==> src/rtl/hll_job_controller_if.sv <==
// Handshake bundle between the host job queue, DMA read engine, hll core and the job controller.
// slave is the controller's view; master is the view of everything around it.
interface hll_job_controller_if;
  logic        s_job_valid;
  logic        s_job_ready;
  logic [63:0] s_job_src_addr;
  logic [31:0] s_job_length;
  logic [63:0] s_job_dst_addr;
  logic        m_rd_cmd_valid;
  logic        m_rd_cmd_ready;
  logic [63:0] m_rd_cmd_addr;
  logic [31:0] m_rd_cmd_length;
  logic        data_fire;
  logic        data_enable;
  logic        data_last;
  logic [63:0] hll_base_addr;
  logic        wr_cmd_fire;
  logic        wr_last_fire;
  logic        m_done_valid;
  logic        m_done_ready;
  logic [31:0] m_done_cycles;
  logic        m_done_error;
  logic        busy;

  modport slave (
    input  s_job_valid, s_job_src_addr, s_job_length, s_job_dst_addr,
    input  m_rd_cmd_ready, data_fire, wr_cmd_fire, wr_last_fire, m_done_ready,
    output s_job_ready, m_rd_cmd_valid, m_rd_cmd_addr, m_rd_cmd_length,
    output data_enable, data_last, hll_base_addr,
    output m_done_valid, m_done_cycles, m_done_error, busy
  );

  modport master (
    output s_job_valid, s_job_src_addr, s_job_length, s_job_dst_addr,
    output m_rd_cmd_ready, data_fire, wr_cmd_fire, wr_last_fire, m_done_ready,
    input  s_job_ready, m_rd_cmd_valid, m_rd_cmd_addr, m_rd_cmd_length,
    input  data_enable, data_last, hll_base_addr,
    input  m_done_valid, m_done_cycles, m_done_error, busy
  );
endinterface

==> src/rtl/hll_job_controller.sv <==
// One-job-at-a-time scheduler for the HyperLogLog core: splits the source read into DMA bursts,
// counts input beats, raises TLAST, waits for the result write and reports elapsed cycles.
module hll_job_controller #(
  parameter int unsigned MAX_BURST  = 4096,
  parameter int unsigned BEAT_BYTES = 64
) (
  input  logic                 clk,
  input  logic                 rstn,
  hll_job_controller_if.slave  bus
);

  localparam int unsigned BEAT_SHIFT  = $clog2(BEAT_BYTES);
  localparam logic [31:0] BURST_BYTES = 32'(MAX_BURST);

  typedef enum logic [1:0] {IDLE, RUN, WAIT_WR, DONE} state_t;

  state_t      r_state;
  state_t      w_next;
  logic [63:0] r_rd_addr;
  logic [63:0] r_base_addr;
  logic [31:0] r_rd_remaining;
  logic [31:0] r_beats_total;
  logic [31:0] r_beat_cnt;
  logic [31:0] r_cyc_cnt;
  logic        r_err;
  logic        r_cmd_seen;
  logic        r_last_seen;

  logic        w_accept;
  logic        w_len_bad;
  logic        w_rd_done;
  logic        w_cmd_valid;
  logic        w_cmd_fire;
  logic [31:0] w_cmd_len;
  logic        w_data_enable;
  logic        w_data_last;
  logic        w_beat;
  logic        w_active;
  logic        w_job_ready;
  logic        w_done_valid;
  logic        w_busy;

  assign w_len_bad     = (bus.s_job_length == 32'd0) ||
                         (bus.s_job_length[BEAT_SHIFT-1:0] != '0);
  assign w_accept      = bus.s_job_valid && (r_state == IDLE);
  assign w_rd_done     = (r_rd_remaining == 32'd0);
  assign w_cmd_valid   = (r_state == RUN) && !w_rd_done;
  assign w_cmd_len     = (r_rd_remaining > BURST_BYTES) ? BURST_BYTES : r_rd_remaining;
  assign w_cmd_fire    = w_cmd_valid && bus.m_rd_cmd_ready;
  assign w_data_enable = (r_state == RUN) && (r_beat_cnt < r_beats_total);
  assign w_data_last   = w_data_enable && (r_beat_cnt == r_beats_total - 32'd1);
  assign w_beat        = bus.data_fire && w_data_enable;
  assign w_active      = (r_state == RUN) || (r_state == WAIT_WR);

  always_ff @(posedge clk or negedge rstn) begin
    if (!rstn) r_state <= IDLE;
    else       r_state <= w_next;
  end

  // The fallback RUN exit covers a last beat that arrived before the final read command was taken.
  always_comb begin
    w_next       = r_state;
    w_job_ready  = 1'b0;
    w_done_valid = 1'b0;
    w_busy       = 1'b1;
    case (r_state)
      IDLE: begin
        w_job_ready = 1'b1;
        w_busy      = 1'b0;
        if (bus.s_job_valid) w_next = w_len_bad ? DONE : RUN;
      end
      RUN: begin
        if (bus.data_fire && w_data_last && w_rd_done) w_next = WAIT_WR;
        else if (!w_data_enable && w_rd_done)          w_next = WAIT_WR;
      end
      WAIT_WR: begin
        if (r_cmd_seen && r_last_seen) w_next = DONE;
      end
      DONE: begin
        w_done_valid = 1'b1;
        if (bus.m_done_ready) w_next = IDLE;
      end
      default: w_next = IDLE;
    endcase
  end

  always_ff @(posedge clk or negedge rstn) begin
    if (!rstn) begin
      r_rd_addr      <= '0;
      r_base_addr    <= '0;
      r_rd_remaining <= '0;
      r_beats_total  <= '0;
      r_beat_cnt     <= '0;
      r_cyc_cnt      <= '0;
      r_err          <= 1'b0;
      r_cmd_seen     <= 1'b0;
      r_last_seen    <= 1'b0;
    end else begin
      if (w_accept) begin
        r_base_addr    <= bus.s_job_dst_addr;
        r_rd_addr      <= bus.s_job_src_addr;
        r_cyc_cnt      <= '0;
        r_beat_cnt     <= '0;
        r_err          <= w_len_bad;
        r_cmd_seen     <= 1'b0;
        r_last_seen    <= 1'b0;
        r_rd_remaining <= w_len_bad ? 32'd0 : bus.s_job_length;
        r_beats_total  <= w_len_bad ? 32'd0 : (bus.s_job_length >> BEAT_SHIFT);
      end
      if (w_cmd_fire) begin
        r_rd_addr      <= r_rd_addr + {32'd0, w_cmd_len};
        r_rd_remaining <= r_rd_remaining - w_cmd_len;
      end
      if (w_beat) r_beat_cnt <= r_beat_cnt + 32'd1;
      if (w_active && (r_cyc_cnt != 32'hFFFF_FFFF)) r_cyc_cnt <= r_cyc_cnt + 32'd1;
      if (w_active) begin
        if (bus.wr_cmd_fire)  r_cmd_seen  <= 1'b1;
        if (bus.wr_last_fire) r_last_seen <= 1'b1;
      end
      if ((r_state == DONE) && bus.m_done_ready) begin
        r_cmd_seen  <= 1'b0;
        r_last_seen <= 1'b0;
      end
    end
  end

  assign bus.s_job_ready     = w_job_ready;
  assign bus.m_rd_cmd_valid  = w_cmd_valid;
  assign bus.m_rd_cmd_addr   = r_rd_addr;
  assign bus.m_rd_cmd_length = w_cmd_len;
  assign bus.data_enable     = w_data_enable;
  assign bus.data_last       = w_data_last;
  assign bus.hll_base_addr   = r_base_addr;
  assign bus.m_done_valid    = w_done_valid;
  assign bus.m_done_cycles   = r_cyc_cnt;
  assign bus.m_done_error    = r_err;
  assign bus.busy            = w_busy;

endmodule

==> src/flat_wrapper.sv <==
// flat-port wrapper written by rule: the top's interface ports become plain ports
module hll_job_controller_flat 
#(
  parameter int unsigned MAX_BURST  = 4096,
  parameter int unsigned BEAT_BYTES = 64
)
  (clk, rstn, bus_s_job_valid, bus_s_job_src_addr, bus_s_job_length, bus_s_job_dst_addr, bus_m_rd_cmd_ready, bus_data_fire, bus_wr_cmd_fire, bus_wr_last_fire, bus_m_done_ready, bus_s_job_ready, bus_m_rd_cmd_valid, bus_m_rd_cmd_addr, bus_m_rd_cmd_length, bus_data_enable, bus_data_last, bus_hll_base_addr, bus_m_done_valid, bus_m_done_cycles, bus_m_done_error, bus_busy);
  hll_job_controller_if bus_i ();
  input  logic clk;
  input  logic rstn;
  input wire logic [$bits(bus_i.s_job_valid)-1:0] bus_s_job_valid;
  input wire logic [$bits(bus_i.s_job_src_addr)-1:0] bus_s_job_src_addr;
  input wire logic [$bits(bus_i.s_job_length)-1:0] bus_s_job_length;
  input wire logic [$bits(bus_i.s_job_dst_addr)-1:0] bus_s_job_dst_addr;
  input wire logic [$bits(bus_i.m_rd_cmd_ready)-1:0] bus_m_rd_cmd_ready;
  input wire logic [$bits(bus_i.data_fire)-1:0] bus_data_fire;
  input wire logic [$bits(bus_i.wr_cmd_fire)-1:0] bus_wr_cmd_fire;
  input wire logic [$bits(bus_i.wr_last_fire)-1:0] bus_wr_last_fire;
  input wire logic [$bits(bus_i.m_done_ready)-1:0] bus_m_done_ready;
  output wire logic [$bits(bus_i.s_job_ready)-1:0] bus_s_job_ready;
  output wire logic [$bits(bus_i.m_rd_cmd_valid)-1:0] bus_m_rd_cmd_valid;
  output wire logic [$bits(bus_i.m_rd_cmd_addr)-1:0] bus_m_rd_cmd_addr;
  output wire logic [$bits(bus_i.m_rd_cmd_length)-1:0] bus_m_rd_cmd_length;
  output wire logic [$bits(bus_i.data_enable)-1:0] bus_data_enable;
  output wire logic [$bits(bus_i.data_last)-1:0] bus_data_last;
  output wire logic [$bits(bus_i.hll_base_addr)-1:0] bus_hll_base_addr;
  output wire logic [$bits(bus_i.m_done_valid)-1:0] bus_m_done_valid;
  output wire logic [$bits(bus_i.m_done_cycles)-1:0] bus_m_done_cycles;
  output wire logic [$bits(bus_i.m_done_error)-1:0] bus_m_done_error;
  output wire logic [$bits(bus_i.busy)-1:0] bus_busy;
  assign bus_i.s_job_valid = bus_s_job_valid;
  assign bus_i.s_job_src_addr = bus_s_job_src_addr;
  assign bus_i.s_job_length = bus_s_job_length;
  assign bus_i.s_job_dst_addr = bus_s_job_dst_addr;
  assign bus_i.m_rd_cmd_ready = bus_m_rd_cmd_ready;
  assign bus_i.data_fire = bus_data_fire;
  assign bus_i.wr_cmd_fire = bus_wr_cmd_fire;
  assign bus_i.wr_last_fire = bus_wr_last_fire;
  assign bus_i.m_done_ready = bus_m_done_ready;
  assign bus_s_job_ready = bus_i.s_job_ready;
  assign bus_m_rd_cmd_valid = bus_i.m_rd_cmd_valid;
  assign bus_m_rd_cmd_addr = bus_i.m_rd_cmd_addr;
  assign bus_m_rd_cmd_length = bus_i.m_rd_cmd_length;
  assign bus_data_enable = bus_i.data_enable;
  assign bus_data_last = bus_i.data_last;
  assign bus_hll_base_addr = bus_i.hll_base_addr;
  assign bus_m_done_valid = bus_i.m_done_valid;
  assign bus_m_done_cycles = bus_i.m_done_cycles;
  assign bus_m_done_error = bus_i.m_done_error;
  assign bus_busy = bus_i.busy;
  hll_job_controller #(.MAX_BURST(MAX_BURST), .BEAT_BYTES(BEAT_BYTES)) u_core (.clk(clk), .rstn(rstn), .bus(bus_i));
endmodule
==> config.mk <==
export PLATFORM = sky130hd
export DESIGN_NAME = hll_job_controller_flat
export DESIGN_NICKNAME = d
export VERILOG_FILES = /design/src/rtl/hll_job_controller_if.sv /design/src/rtl/hll_job_controller.sv /design/src/flat_wrapper.sv
export SDC_FILE = /design/constraint.sdc
export NUM_CORES = 1
export LEC_CHECK = 0
export CORE_MARGIN = 3
export CORE_UTILIZATION = 46
export CTS_CLUSTER_DIAMETER = 30
export CTS_CLUSTER_SIZE = 25
export DETAILED_ROUTE_END_ITERATION = 8
export GPL_ROUTABILITY_DRIVEN = 1
export PLACE_DENSITY = 0.77
export SLEW_MARGIN = 40
export SYNTH_ARGS = -nofsm -noshare
export SYNTH_HDL_FRONTEND = slang
export SYNTH_SLANG_ARGS = --single-unit
==> constraint.sdc <==
create_clock -name clk -period 4.9 [get_ports clk]
set_clock_uncertainty 0.1 [all_clocks]
set_input_delay 0.49 -clock clk [delete_from_list [all_inputs] [get_ports clk]]
set_output_delay 0.49 -clock clk [all_outputs]
set_load 0.01 [all_outputs]
* After elaboration in Yosys (flattened, before gate mapping)
Index checks and enable logic that the tools add are counted.
Word-level totals: register bits 261, word-level logic and storage cells 78
Operators by class: add/sub/neg operators 5, $lt $le $gt $ge 2, equality and inequality tests 9, muxes and demuxes 28, reductions and logical operators 24
Operators with widths (number):
- 32-bit 2-to-1 mux | 7
- 64-bit 2-to-1 mux | 2
- 32-bit by 1-bit adder with 32-bit output (second input constant) | 2
- 64-bit by 32-bit adder with 64-bit output | 1
- 32-bit zero test | 2
- 32-bit equality test | 1
- 32-bit by 13-bit greater-than comparator with 1-bit output (second input constant) | 1
- 32-bit < comparator | 1
- 32-bit != test (second input constant) | 1
- 32-bit by 1-bit subtractor with 32-bit output (second input constant) | 1
- 32-bit subtractor | 1
- 26-bit 2-to-1 mux | 1
- 1-bit logical AND | 12
- 2-bit 2-to-1 mux | 6
- 1-bit 2-to-1 mux | 11
- 2-bit one-hot mux with 4 select lines | 1
- 2-bit != test (second input constant) | 3
- 2-bit nonzero test | 3
- 6-bit nonzero test | 1
- 2-bit equality test (second input constant) | 2
- 4-bit AND reduction | 1
- 3-bit != test (second input constant) | 1
- 2-bit by 1-bit equality test with 1-bit output (second input constant) | 1
- 1-bit zero test | 2
- 2 further kinds | 3

* Logic depth before layout (Yosys ltp)
depth in word-level cells 7, depth in mapped cells 21

* Worst setup path after synthesis
No wires, ideal clock.
kind register to register, start register u_core.r_rd_remaining[16], end register u_core.r_rd_addr[23], in the netlist u_core.bus.m_rd_cmd_addr[23], data arrival time 4511 ps, required time 4735 ps, slack 224 ps, stages on the path, launching flop included 20, cells stage by stage dfrtp_1 > buf_2 > nor4_4 > nand3_1 > or4_1 > buf_2 > a21oi_1 > buf_2 > clkbuf_1 > and2_1 > ha_1 > a211oi_1 > o21bai_1 > a31o_2 > a31o_2 > a221o_1 > a31o_2 > and3_1 > a2111oi_0 > o21a_1
On the way: elaborated cells between the ends (all ways) 9, those cells by class 1 x add/sub; 1 x order compare; 2 x mux; 5 x reduce/logical
RTL lines:
- start, declared | RTL line hll_job_controller.sv:21 | logic [31:0] r_rd_remaining;
- start signal, assigned | RTL line hll_job_controller.sv:107 | r_rd_remaining <= w_len_bad ? 32'd0 : bus.s_job_length;
- start signal, assigned | RTL line hll_job_controller.sv:112 | r_rd_remaining <= r_rd_remaining - w_cmd_len;
- 32-bit by 13-bit greater-than comparator with 1-bit output | RTL line hll_job_controller.sv:48 | assign w_cmd_len = (r_rd_remaining > BURST_BYTES) ? BURST_BYTES : r_rd_remaining;
- 32-bit 2-to-1 mux | RTL line hll_job_controller.sv:48
- named net bus_m_rd_cmd_length[1] | RTL line flat_wrapper.sv:23 | output wire logic [$bits(bus_i.m_rd_cmd_length)-1:0] bus_m_rd_cmd_length;
- 64-bit by 32-bit adder with 64-bit output | RTL line hll_job_controller.sv:111 | r_rd_addr <= r_rd_addr + {32'd0, w_cmd_len};
- 64-bit 2-to-1 mux | RTL line hll_job_controller.sv:110 | if (w_cmd_fire) begin
- end signal, assigned | RTL line hll_job_controller.sv:101 | r_rd_addr <= bus.s_job_src_addr;
- end signal, assigned | RTL line hll_job_controller.sv:111
- end, declared | RTL line hll_job_controller.sv:19 | logic [63:0] r_rd_addr;
The timed path passes the listed nets, and every way through them passes these cells. A chain may end at the register's enable or synchronous reset.

* Final worst setup path
start register u_core.r_beats_total[1], end output port bus_data_last
On the way: cells in the longest elaborated chain, start to end 3, elaborated cells between the ends (all ways) 5, those cells by class 1 x add/sub; 1 x order compare; 1 x eq/ne; 2 x reduce/logical
RTL lines:
- start, declared | RTL line hll_job_controller.sv:22 | logic [31:0] r_beats_total;
- start signal, assigned | RTL line hll_job_controller.sv:108 | r_beats_total <= w_len_bad ? 32'd0 : (bus.s_job_length >> BEAT_SHIFT);
- 32-bit by 1-bit subtractor with 32-bit output / 32-bit < comparator (equally long branches) | RTL line hll_job_controller.sv:51, hll_job_controller.sv:50
- 32-bit equality test / 1-bit logical AND (equally long branches) | RTL line hll_job_controller.sv:51, hll_job_controller.sv:50
- 1-bit logical AND * | RTL line hll_job_controller.sv:51 | assign w_data_last = w_data_enable && (r_beat_cnt == r_beats_total - 32'd1);
- end, declared | RTL line flat_wrapper.sv:25 | output wire logic [$bits(bus_i.data_last)-1:0] bus_data_last;
Every way passes the cells marked *; elsewhere a longest branch is shown, timed or not.

==> flow_metrics.py <==
metrics = {
    "final_layout": {
        "final_area_mm2": 0.0220,
        "mostFrequentLayoutCells": "371 x nand2_1, 346 x clkdlybuf4s50_1, 254 x dfrtp_1",
        "syn2layout_area_growth_pct": 39.4,
        "regArea_mm2": 0.00638,
        "fillers": 2661,
        "finalNonFillerCells": 2759,
        "drive_gt1_frac": 0.0784,
        "finalNetCount": 2495,
        "final_common_cell": "nand2_1",
        "multi_input_area_mm2": 0.00885,
    },
    "logic_synthesis": {
        "synth_edf_count": 0,
        "syn_avg_cell_area_um2": 8.31,
        "seq_area_frac_synth": 0.405,
        "synth_cells": 1895,
        "ys_ff_latch": 255,
        "synth-async-reset-ratio": 1.00,
        "synth_ff_type": "dfrtp_1",
        "synth_warnings": 0,
        "ys_types": 84,
        "synth_area_mm2": 0.0157,
    },
    "worst_setup_path": {
        "reg2reg_depth": 19,
        "worst-path-max-fanout": 6,
        "crit_path_cell_trace": "inv_1 -> ha_1 -> or4b_4 -> nor2_1 -> xnor2_1 -> o2111ai_1 -> or4b_1 -> nor4_2 -> and4_1 -> clkdlybuf4s50_1",
        "cp.required_ps": 4310,
        "ff2ff_setup_slack_ps": 230,
        "endpoint": "bus_data_last",
        "worstSetupPathDepth": 10,
        "crit_path_start": "u_core.r_beats_total[1]$_DFFE_PN0P_",
        "cp_slowest_cell": "or4b_4",
        "arrival_ps": 4100,
        "worstSetupStartpointType": "flip-flop",
        "worstSetupPathType": "reg2out",
        "rr_startpoint": "u_core.r_rd_remaining[25]$_DFFE_PN0P_",
        "worst-path-buf-inv": 2,
        "slowest_delay_ps": 560,
        "cp_top_family": "simple AND/OR/NAND/NOR gates",
        "worst_setup_path_end_kind": "output port",
        "reg2reg_to": "u_core.bus.m_rd_cmd_addr[46]$_DFFE_PN0P_",
    },
    "sta": {
        "finalHoldViolCount": 0,
        "layout_setup_ws_ps": 207,
        "timing.slew.headroom": 0.488,
        "period_needed_ps": 4690,
        "worstMarginPinSlew_ps": 768,
        "setup_viol": 0,
        "period_share": 0.958,
        "fmaxAchievable_mhz": 213,
        "drv_slew": 0,
    },
    "floorplan": {
        "num_io_pins": 367,
        "core-area_mm2": 0.0336,
        "die_width_um": 191,
        "start_util": 0.468,
        "fp.dieArea_mm2": 0.0365,
        "row_count": 67,
        "die_h_um": 191,
    },
    "global_route": {
        "grt_use_met1": 0.348,
        "grt_pass1_wl_mm": 83.1,
        "first_global_vias": 15700,
        "top_usage_layer": "met2",
        "grt_use_total": 0.281,
        "grt_max_degree": 107,
        "grt_overflow": 0,
        "grtUsageMet2": 0.460,
        "grt_antenna_before_repair": 4,
        "grt_util_met3": 0.0888,
    },
    "routing": {
        "post_drt_wl_per_cell_um": 19.1,
        "drc_errors": 0,
        "drtIter0Drc": 1135,
        "vias_per_cell": 5.78,
        "wl_mm": 52.7,
        "vias": 16000,
        "firstDrtPassIters": 5,
        "ant_nets": 0,
    },
    "placed_design": {
        "place_hpwl_mm": 37.1,
        "dp_cells": 2632,
        "dpl_cell_area_mm2": 0.0196,
        "numPortBuffers": 347,
        "place.gp.congestion": 0.921,
        "dpl_worst_slack_ps": -41.6,
    },
    "clock_tree": {
        "path_clk_slew_ps": 50,
        "cts_buffers": 66,
        "cts_root_buffer": "clkbuf_16",
        "h-tree-depth": 3,
        "clk_latency_ps": 570,
        "cts_tree": "yes",
        "cts_sinks": 255,
        "cts_max_path_buffers": 3,
    },
    "pwr": {
        "p_sw_mw": 5.07,
        "clockPowerShare": 0.325,
        "netSwitchingFraction": 0.379,
        "power_frac_seq": 0.256,
        "power_mw": 13.4,
        "p_int_mw": 8.29,
        "leakagePower_nw": 9.78,
        "ir_worst_vdd_mv": 0.537,
        "combPwrFrac": 0.420,
        "power_density_mw_per_mm2": 608,
    },
    "outcome": {
        "status": "complete, no violations",
    },
    "worst_hold_path": {
        "hp-class": "in2async",
    },
    "run": {
        "drv_cap": 0,
    },
}
[power groups by stage]
stage / combinational (mW) / clock, mW / sequential, mW
4_1_cts: 5.47 / 4.39 / 3.40
5_1_grt: 6.18 / 4.52 / 3.50
6_report: 5.61 / 4.34 / 3.42
2_1_floorplan: 3.10 / 0 / 3.48
3_3_place_gp: 5.32 / 0 / 3.38
3_5_place_dp: 5.42 / 0 / 3.40
[layer usage]
layer	wire length, um	up-vias	share of wire
li1	-	7476	-
met1	21200	7696	0.40
met2	25000	663	0.47
met3	4930	115	0.094
met4	1590	6	0.030
met5	34	-	0.00065
[final cells by class]
cell class / instances / share of cell area
antenna: 1 / 0.000114
clock buffer: 87 / 0.0849
clock inverter: 31 / 0.0166
inverter: 47 / 0.00804
multi-input combinational: 1512 / 0.403
sequential: 255 / 0.291
tap: 448 / 0.0255
timing repair buffer: 378 / 0.171
[state kept, by name, indices dropped and copies added, names as in the netlist]
signal	count
u_core.r_last_seen	1
u_core.r_state	2
u_core.r_beat_cnt	32
u_core.bus.hll_base_addr	64
u_core.bus.m_done_cycles	32
u_core.r_beats_total	26
u_core.bus.m_done_error	1
u_core.bus.m_rd_cmd_addr	64
u_core.r_cmd_seen	1
u_core.r_rd_remaining	32
[what timing repair did]
| action | 4_1_cts | 5_1_grt |
|---|---|---|
| setup buffers | 0 | 5 |
| hold buffers | 1 | 0 |
| gates cloned | 0 | 1 |
| hold endpoints to repair | 104 | 0 |
| pin swaps | 0 | 4 |
| setup endpoints to repair | 3 | 32 |
| resized for setup | 2 | 16 |
[synthesized netlist by cell type (16+ instances only)]
library cell / n / share of area
a211oi_1: 18 / 0.0086
a21o_1: 37 / 0.018
a21oi_1: 92 / 0.029
a31oi_1: 33 / 0.013
and2_1: 33 / 0.013
and3_1: 42 / 0.017
buf_2: 23 / 0.0073
buf_4: 21 / 0.010
clkbuf_1: 62 / 0.015
dfrtp_1: 255 / 0.41
ha_1: 66 / 0.052
inv_1: 47 / 0.011
nand2_1: 372 / 0.089
nand3_1: 84 / 0.027
nand4_1: 34 / 0.014
nor2_1: 141 / 0.034
nor2b_1: 16 / 0.0064
nor3_1: 34 / 0.011
nor4_1: 26 / 0.010
o211ai_1: 16 / 0.0076
o21ai_0: 152 / 0.048
o31ai_1: 23 / 0.011
xnor2_1: 36 / 0.020
xor2_1: 29 / 0.016
[stage by stage]
stage / setup TNS [ps] / utilization / hold slack, ps
floorplan: 0 / - / 94.4
global placement: 0 / 0.582 / 357
detailed placement: -60.0 / 0.582 / 361
CTS: 0 / 0.649 / 330
global route: -56.2 / 0.653 / 357
finish: 0 / 0.653 / 335
[worst min-delay path by stage]
stage	start	cells past startpoint	slack, ps	to
2_1_floorplan	rstn	0	90	u_core.bus.hll_base_addr[0]$_DFFE_PN0P_
5_1_grt	bus_s_job_dst_addr[52]	3	360	u_core.bus.hll_base_addr[52]$_DFFE_PN0P_
3_5_place_dp	u_core.bus.hll_base_addr[6]$_DFFE_PN0P_	2	360	u_core.bus.hll_base_addr[6]$_DFFE_PN0P_
6_report	rstn	2	330	u_core.r_beat_cnt[7]$_DFFE_PN0P_
4_1_cts	bus_s_job_dst_addr[50]	3	330	u_core.bus.hll_base_addr[50]$_DFFE_PN0P_
3_3_place_gp	u_core.bus.hll_base_addr[1]$_DFFE_PN0P_	2	360	u_core.bus.hll_base_addr[1]$_DFFE_PN0P_
[cell families after synthesis]
| logic type | synth area share |
|---|---|
| xor gates and xnor gates | 0.0362 |
| muxes | 0.00509 |
| AOI/OAI and AO/OA | 0.203 |
| DFF | 0.405 |
| and+or+nand+nor | 0.249 |
| buffers and inverters | 0.0471 |
| other | 0.000477 |
| adders and majority gates | 0.0537 |
(Power assumes the default switching activity.)
